**config.mk**
```make
export PLATFORM = sky130hd
export DESIGN_NAME = addsub_share_ctrl
export DESIGN_NICKNAME = d
export VERILOG_FILES = /design/src/rtl/addsub_share_pkg.sv /design/src/rtl/ripple_adder.sv /design/src/rtl/rr_arbiter.sv /design/src/rtl/addsub_share_ctrl.sv
export SDC_FILE = /design/constraint.sdc
export NUM_CORES = 1
export LEC_CHECK = 0
export ABC_AREA = 1
export ABC_CLOCK_PERIOD_IN_PS = 21400
export CORE_MARGIN = 8
export CORE_UTILIZATION = 50
export CTS_BUF_LIST = sky130_fd_sc_hd__clkbuf_8
export DETAILED_ROUTE_END_ITERATION = 10
export HOLD_SLACK_MARGIN = 0.1
export PLACE_DENSITY = 0.95
export SLEW_MARGIN = 20
export SYNTH_ARGS = -nofsm -noshare
export SYNTH_HDL_FRONTEND = slang
export SYNTH_HIERARCHICAL = 1
export SYNTH_SLANG_ARGS = --single-unit
```
**constraint.sdc**
```tcl
create_clock -name CLK -period 21.4 [get_ports CLK]
set_input_delay 3.21 -clock CLK [delete_from_list [all_inputs] [get_ports CLK]]
set_output_delay 3.21 -clock CLK [all_outputs]
set_load 0.005 [all_outputs]
```
**src/rtl/addsub_share_pkg.sv**
```systemverilog
// Shared types and constants for the add/sub sharing sequencer.
package addsub_share_pkg;

    typedef enum logic [1:0] {
        IDLE = 2'd0,
        EXEC = 2'd1,
        RESP = 2'd2
    } state_e;

    localparam logic OP_ADD = 1'b0;
    localparam logic OP_SUB = 1'b1;

endpackage

```
**src/rtl/ripple_adder.sv**
```systemverilog
// WIDTH-bit ripple-carry adder; the single datapath instance shared by all requesters.
module ripple_adder #(
    parameter int WIDTH = 32
) (
    input  logic [WIDTH-1:0] a_i,
    input  logic [WIDTH-1:0] b_i,
    input  logic             cin_i,
    output logic [WIDTH-1:0] s_o,
    output logic             cout_o
);

    logic [WIDTH:0] c;

    assign c[0] = cin_i;

    for (genvar i = 0; i < WIDTH; i++) begin : g_fa
        assign s_o[i]   = a_i[i] ^ b_i[i] ^ c[i];
        assign c[i+1]   = (a_i[i] & b_i[i]) | (c[i] & (a_i[i] ^ b_i[i]));
    end

    assign cout_o = c[WIDTH];

endmodule

```
**src/rtl/rr_arbiter.sv**
```systemverilog
// Combinational round-robin arbiter: grants the first request at or after ptr_i, wrapping.
module rr_arbiter #(
    parameter int NREQ = 4,
    localparam int IW  = $clog2(NREQ)
) (
    input  logic [NREQ-1:0] req_i,
    input  logic [IW-1:0]   ptr_i,
    input  logic            en_i,
    output logic [NREQ-1:0] grant_o,
    output logic [IW-1:0]   idx_o
);

    int   j;
    logic found;

    always_comb begin
        grant_o = '0;
        idx_o   = '0;
        found   = 1'b0;
        j       = 0;
        for (int k = 0; k < NREQ; k++) begin
            j = int'(ptr_i) + k;
            if (j >= NREQ) j = j - NREQ;
            if (en_i && !found && req_i[j]) begin
                found      = 1'b1;
                grant_o[j] = 1'b1;
                idx_o      = IW'(j);
            end
        end
    end

endmodule

```
**src/rtl/addsub_share_ctrl.sv**
```systemverilog
// Round-robin sequencer sharing one ripple add/sub datapath between NREQ requesters.
// ADDSUB_SHARE_OVF_EN compiles in signed-overflow logic; otherwise RSP_OVF is tied low.
module addsub_share_ctrl
    import addsub_share_pkg::*;
#(
    parameter int WIDTH = 32,
    parameter int NREQ  = 4,
    localparam int IW   = $clog2(NREQ)
) (
    input  logic                  CLK,
    input  logic                  RST,
    input  logic [NREQ-1:0]       REQ_VALID,
    input  logic [NREQ-1:0]       REQ_OP,
    input  logic [NREQ*WIDTH-1:0] REQ_A,
    input  logic [NREQ*WIDTH-1:0] REQ_B,
    output logic [NREQ-1:0]       REQ_READY,
    output logic                  RSP_VALID,
    input  logic                  RSP_READY,
    output logic [IW-1:0]         RSP_ID,
    output logic [WIDTH-1:0]      RSP_S,
    output logic                  RSP_COUT,
    output logic                  RSP_OVF
);

    state_e            state_q, state_d;
    logic [IW-1:0]     ptr_q, id_q, rsp_id_q, gnt_idx;
    logic [NREQ-1:0]   gnt;
    logic              arb_en;
    logic [WIDTH-1:0]  a_q, b_q, sum, rsp_s_q, sel_a, sel_b;
    logic              cin_q, cout, rsp_cout_q, sel_op;

    rr_arbiter #(.NREQ(NREQ)) u_arb (
        .req_i   (REQ_VALID),
        .ptr_i   (ptr_q),
        .en_i    (arb_en),
        .grant_o (gnt),
        .idx_o   (gnt_idx)
    );

    assign sel_op = REQ_OP[gnt_idx];
    assign sel_a  = REQ_A[int'(gnt_idx)*WIDTH +: WIDTH];
    assign sel_b  = REQ_B[int'(gnt_idx)*WIDTH +: WIDTH];

    ripple_adder #(.WIDTH(WIDTH)) u_add (
        .a_i    (a_q),
        .b_i    (b_q),
        .cin_i  (cin_q),
        .s_o    (sum),
        .cout_o (cout)
    );

    always_comb begin
        state_d = state_q;
        arb_en  = 1'b0;
        case (state_q)
            IDLE: begin
                arb_en = !RST;
                if (|gnt) state_d = EXEC;
            end
            EXEC:    state_d = RESP;
            RESP:    if (RSP_READY) state_d = IDLE;
            default: state_d = IDLE;
        endcase
    end

    // cin_q doubles as the captured opcode: subtract is A + ~B + 1.
    always_ff @(posedge CLK) begin
        if (RST) begin
            state_q    <= IDLE;
            ptr_q      <= '0;
            a_q        <= '0;
            b_q        <= '0;
            cin_q      <= 1'b0;
            id_q       <= '0;
            rsp_s_q    <= '0;
            rsp_cout_q <= 1'b0;
            rsp_id_q   <= '0;
        end else begin
            state_q <= state_d;
            if (state_q == IDLE && |gnt) begin
                a_q   <= sel_a;
                b_q   <= (sel_op == OP_SUB) ? ~sel_b : sel_b;
                cin_q <= sel_op;
                id_q  <= gnt_idx;
            end
            if (state_q == EXEC) begin
                rsp_s_q    <= sum;
                rsp_cout_q <= cout;
                rsp_id_q   <= id_q;
            end
            if (state_q == RESP && RSP_READY)
                ptr_q <= (id_q == IW'(NREQ-1)) ? '0 : id_q + IW'(1);
        end
    end

`ifdef ADDSUB_SHARE_OVF_EN
    logic ovf, rsp_ovf_q;

    assign ovf = (a_q[WIDTH-1] == b_q[WIDTH-1]) && (sum[WIDTH-1] != a_q[WIDTH-1]);

    always_ff @(posedge CLK) begin
        if (RST)                   rsp_ovf_q <= 1'b0;
        else if (state_q == EXEC)  rsp_ovf_q <= ovf;
    end

    assign RSP_OVF = rsp_ovf_q;
`else
    assign RSP_OVF = 1'b0;
`endif

    assign REQ_READY = gnt;
    assign RSP_VALID = (state_q == RESP);
    assign RSP_ID    = rsp_id_q;
    assign RSP_S     = rsp_s_q;
    assign RSP_COUT  = rsp_cout_q;

endmodule

```
======== Word-level counts from Yosys, hierarchy flattened ========
Index checks and enable logic that the tools add are counted.
operators by class
  add/sub/neg operators ................... 8
  $lt $le $gt $ge ......................... 13
  equality and inequality tests ........... 5
  shift operators ......................... 2
  multiplexer cells ....................... 43
  bitwise gates (word level) .............. 164
  reduce and logical (&&, ||, !) cells .... 20
operators by type and width
  kind                                                                            count
  128-bit by 8-bit indexed part select with 32-bit output                         2
  32-bit two-way mux                                                              5
  32-bit by 1-bit >= comparator with 1-bit output (second input constant)         4
  32-bit by 4-bit less-than comparator with 1-bit output (second input constant)  4
  32-bit by 4-bit >= comparator with 1-bit output (second input constant)         3
  32-bit by 4-bit subtractor with 32-bit output (second input constant)           3
  1-bit AND                                                                       64
  1-bit bitwise XOR                                                               64
  32-bit NOT                                                                      1
  1-bit bitwise OR                                                                32
  1-bit two-way mux                                                               17
  4-bit two-way mux                                                               4
  2-bit two-way mux                                                               7
  1-bit logical AND                                                               13
  4-bit bitwise OR                                                                3
  1-bit binary-select mux with 2-bit select                                       5
  1-bit demux with 2-bit select                                                   4
  2-bit by 2-bit adder with 3-bit output (second input constant)                  2
  2-bit case mux with 3 select lines                                              1
  2-bit == test (second input constant)                                           2
  1-bit logical NOT                                                               4
  2-bit by 1-bit inequality test with 1-bit output (second input constant)        2
  4-bit OR reduction                                                              1
  2-bit by 3-bit subtractor with 4-bit output (second input constant)             1
  7 further kinds                                                                 7
storage, ports and cells
  flip-flop bits (word level) ............. 106
  input port bits ......................... 267
  output and inout bits ................... 41
  word-level logic and storage cells ...... 264

======== Depth between registers and ports, before layout ========
  depth after elaboration ................. 65
  gate-level depth with buffers ........... 38
  mapped depth without buffers ............ 38

======== Cells and area by module ========
The synthesis kept the hierarchy.
modules (own cells, without submodules)
  module             times used  cells each  area each (um^2)  sequential area each (um^2)
  addsub_share_ctrl  1           1283        7136.8            2122.0
  ripple_adder       1           42          678.2             0.0
  rr_arbiter         1           81          498.0             0.0

======== Worst setup path after synthesis ========
Ideal clock, no wire load.
  path type ............................... register -> register
  start point ............................. register a_q[0]
  end point ............................... register rsp_s_q[31], in the netlist RSP_S[31]
  library setup time ...................... 64 ps
  arrival ................................. 12561 ps
  required time ........................... 21336 ps
  slack ................................... 8775 ps
  cell stages (with the launch flop) ...... 39
  path buffers ............................ 0
  period minus slack after synthesis ...... 12625 ps
  cell sequence ........................... dfxtp_1 -> fa_1 -> fa_1 -> fa_1 -> fa_1 -> fa_1 -> fa_1 -> fa_1 -> fa_1 -> fa_1 -> fa_1 -> fa_1 -> fa_1 -> fa_1 -> fa_1 -> fa_1 -> fa_1 -> inv_1 -> [3 not listed] -> fa_1 -> fa_1 -> fa_1 -> fa_1 -> fa_1 -> fa_1 -> fa_1 -> fa_1 -> fa_1 -> fa_1 -> fa_1 -> fa_1 -> fa_1 -> inv_1 -> fa_1 -> inv_1 -> nor2_1 -> nor2_1
between the ends
  word-level cells in the longest chain between the ends .. 64
  elaborated cells between the ends (all ways) .. 65
  those cells by class .................... bitwise (65)
RTL lines
  what                    RTL line                 RTL
  start, declared         addsub_share_ctrl.sv:29  logic [WIDTH-1:0] a_q, b_q, sum, rsp_s_q, sel_a, sel_b;
  start signal, assigned  addsub_share_ctrl.sv:81  a_q <= sel_a;
  1-bit bitwise XOR       ripple_adder.sv:18       assign c[i+1] = (a_i[i] & b_i[i]) | (c[i] & (a_i[i] ^ b_i[i]));
  1-bit AND               ripple_adder.sv:18
  1-bit bitwise OR *      ripple_adder.sv:18
  1-bit AND *             ripple_adder.sv:18
  1-bit bitwise OR *      ripple_adder.sv:18
  1-bit AND *             ripple_adder.sv:18
  1-bit bitwise OR *      ripple_adder.sv:18
  1-bit AND *             ripple_adder.sv:18
  [49 not listed]         -
  1-bit AND *             ripple_adder.sv:18
  1-bit bitwise OR *      ripple_adder.sv:18
  1-bit AND *             ripple_adder.sv:18
  1-bit bitwise OR *      ripple_adder.sv:18
  1-bit AND *             ripple_adder.sv:18
  1-bit bitwise OR *      ripple_adder.sv:18
  1-bit bitwise XOR *     ripple_adder.sv:17       assign s_o[i] = a_i[i] ^ b_i[i] ^ c[i];
  net sum[31]             addsub_share_ctrl.sv:29
  end signal, assigned    addsub_share_ctrl.sv:87  rsp_s_q <= sum;
  end, declared           addsub_share_ctrl.sv:29
Mark *: on every way through the listed nets, which the timed path passes. The rest lies on a longest branch.
A chain may end at the register's enable or synchronous reset.

======== Final worst setup path ========
Same ends and word-level chain as after synthesis.

==> run_results.csv <==
group,metric,value,unit
run_status,outcome,"finished clean",
drt,met2_wirelength,13600,µm
yosys,synth_area_leaders,"dfxtp_1, nand2_1, nor2_1",
timing,drv_slew,0,
cts,post-cts-setup-buffer-count,0,
timing,slew_headroom,0.346,
drt,met1Wirelength,12300,µm
worst_setup_path,cp_slowest_stage_delay,0.44,ns
worst_setup_path,critical_path.max_fanout,2,
timing,hold_violations,0,
drt,via_count,9809,
drt,dr_wl_met3,2740,µm
worst_setup_path,endpoint,"RSP_S[31]",
worst_setup_path,rr_worst_depth,38,
power,combPwrFrac,0.486,
cts,cts-buffers-inserted,9,
placed_design,place_ws,8.24,ns
floorplanning,start_util,0.507,
power,switching_share,0.410,
yosys,netlist_instances,1406,
cts,cts_resized,0,
worst_setup_path,cp.buffers_inverters,4,
power,clock_power_share,0.182,
drt,drt_iter0_drc,841,
cts,clk_path_buf_depth,2,
drt,top_layer,"met5",
placed_design,gp_congestion,0.869,
cts,clk_latency,0.38,ns
worst_setup_path,crit_path_frequent_cell,"fa_1",
placed_design,dp_hpwl,22100,µm
timing,fin_crit,13.29,ns
yosys,synth-seq-area-share,0.255,
global_routing,antenna_found_initial,1,
cells_and_area,nets,1945,
worst_hold_path,hold_depth,2,
yosys,synth_nets,1713,
floorplanning,die_w,145,µm
yosys,syn_avg_cell_area,5.91,µm²
flow_run,drv_cap,0,
drt,ant_nets,0,
drt,drt_wl_total,29400,µm
cts,path_clk_slew,0.10,ns
global_routing,grt-ovfl-total,0,
worst_setup_path,start_kind,"register",
global_routing,grt_pass1_vias,9404,
drt,wl_per_cell,15.8,µm
drt,viasPerCell,5.27,
power,p_sw,0.351,mW
worst_hold_path,min_path_type,"reg -> reg",
power,power_leakage,5.56,nW
global_routing,grt_usage,0.268,
worst_setup_path,rrSetupSlack,8.11,ns
global_routing,grt_max_degree,100,
timing,rsz0062_at_grt,"false",
cells_and_area,drive_above_1_share,0.0286,
cells_and_area,syn_to_final_growth,37.8,%
yosys,synth_largest_area_cell,"dfxtp_1",
worst_setup_path,path_class,"reg -> reg",
yosys,synth_top_area_frac,0.255,
yosys,synth_seq_cells,106,
timing,final.setup.worst_slack,8.11,ns
floorplanning,row_count,47,
worst_setup_path,critPathTopFamily,"adder cells",
floorplanning,die_area,21000,µm²
power,seq_power_share,0.332,
drt,drcViolationCount,0,
timing,fmax,75.3,MHz
worst_setup_path,r2r_start,"a_q[0]",
yosys,ys_types,29,
cts,ctsRootBufferMaster,"clkbuf_8",
yosys,syn_area,8310,µm²
placed_design,port_buffers,306,
worst_setup_path,cp-startpoint,"a_q[0]",
worst_setup_path,r2r_end,"RSP_S[31]",
cts,holdBufCountCts,0,
cells_and_area,antenna_cells,0,
worst_setup_path,cpMaxStageDelayCell,"fa_1",
power,p_int,0.505,mW
floorplanning,io_pins,308,
cts,cts_tree,"built",
drt,firstDrtPassIters,5,
timing,hold_slack,0.517,ns
worst_setup_path,cp-end-kind,"register",
timing,fin_crit_sh,0.621,
timing,tightest_slew,0.981,ns
timing,setup_viol,0,
floorplanning,die_h,145,µm
yosys,yosysWarnings,6,
cts,clock-sinks,106,
power,p_per_area,74.7,nW/µm²
global_routing,grt_pass1_wl,46700,µm
worst_setup_path,critPathRequiredTime,21.72,ns
timing,fin_tns_setup,0,ns
power,ir_worst_vdd,0.0453,mV
timing,skew,0.00903,ns
worst_setup_path,cp.arrival,13.60,ns
floorplanning,fp.coreArea,16400,µm²
cts,cts_max_level,3,
worst_setup_path,cp.depth,38,
[cell usage after synthesis (all sizes together)]
master	instances
nor3	1
ha	8
nand4	5
fa	32
o22ai	32
a21oi	6
conb	1
nand3	149
clkbuf	28
dfxtp	106
nand3b	1
nor2	272
o21ai	134
buf	66
and2	1
inv	107
nand2	457
[through the flow]
stage | power, mW | cells | util | area [µm²]
finish | 0.856 | 1862 | 0.698 | 11500
global route | 0.924 | 1862 | 0.698 | 11500
CTS | 0.855 | 1862 | 0.698 | 11500
detailed placement | 0.699 | 1847 | 0.683 | 11200
global placement | 0.686 | 1847 | 0.683 | 11200
floorplan | 0.553 | 1406 | - | 8310
[registers in the layout, indices dropped and copies added (netlist names)]
register  cells
RSP_COUT      1
RSP_ID        2
RSP_S        32
a_q          32
b_q          32
cin_q         1
id_q          2
ptr_q         2
state_q       2
[kinds of logic (layout without fill, tap and decap cells)]
logic type,count (synthesis),after routing,synth area share
buffers and inverters,201,437,0.113
AO/OA/AOI/OAI,172,172,0.108
other,1,1,0.000451
adder cells (fa/ha/maj),40,40,0.0891
AND/OR/NAND/NOR,886,886,0.434
flip-flops,106,106,0.255
[placed cells by master (no fill, tap or decap), types with 12 or more instances in the layout]
cell type,count
clkdlybuf4s50_1,306
dfxtp_1,106
fa_1,32
inv_1,101
nand2_1,448
nand3_1,145
nor2_1,269
o21ai_0,122
o21ai_1,12
o22ai_1,32
[power by group through the flow]
stage	combinational [mW]	clock, mW	sequential (mW)
2_1_floorplan	0.273	0	0.280
3_3_place_gp	0.400	0	0.285
3_5_place_dp	0.410	0	0.289
5_1_grt	0.468	0.165	0.291
6_report	0.416	0.156	0.284
4_1_cts	0.414	0.156	0.285
[layer usage]
| metal | track usage | up-vias |
|---|---|---|
| li1 | - | 4871 |
| met1 | 0.328 | 4425 |
| met2 | 0.450 | 461 |
| met3 | 0.0759 | 50 |
| met4 | 0.0784 | 2 |
| met5 | 0 | - |
[layout make-up]
class,count,area (µm²)
multi-input cells,1099,5270
clock inverters,6,130
inverters,107,408
clock buffers,9,124
well taps,220,275
fillers,1340,4950
repair buffers,315,3130
flip-flops and latches,106,2120
[worst min path at each step]
stage | to | slack, ns | startpoint
final | RSP_S[13] | 0.52 | RSP_S[13]
after global routing | RSP_ID[1] | 0.55 | id_q[1]
after CTS | RSP_S[13] | 0.52 | RSP_S[13]
after detailed placement | RSP_S[13] | 0.50 | RSP_S[13]
after global placement | RSP_S[0] | 0.49 | RSP_S[0]
after floorplan | RSP_ID[1] | 0.48 | id_q[1]
[worst min-delay path, delay by kind of cell (launching register included)]
kind	cells	cell delay [ns]
AOI/OAI and AO/OA	1	0.08
and+or+nand+nor	1	0.07
DFF	1	0.33
Note: power is estimated with default switching activity, not from simulation.
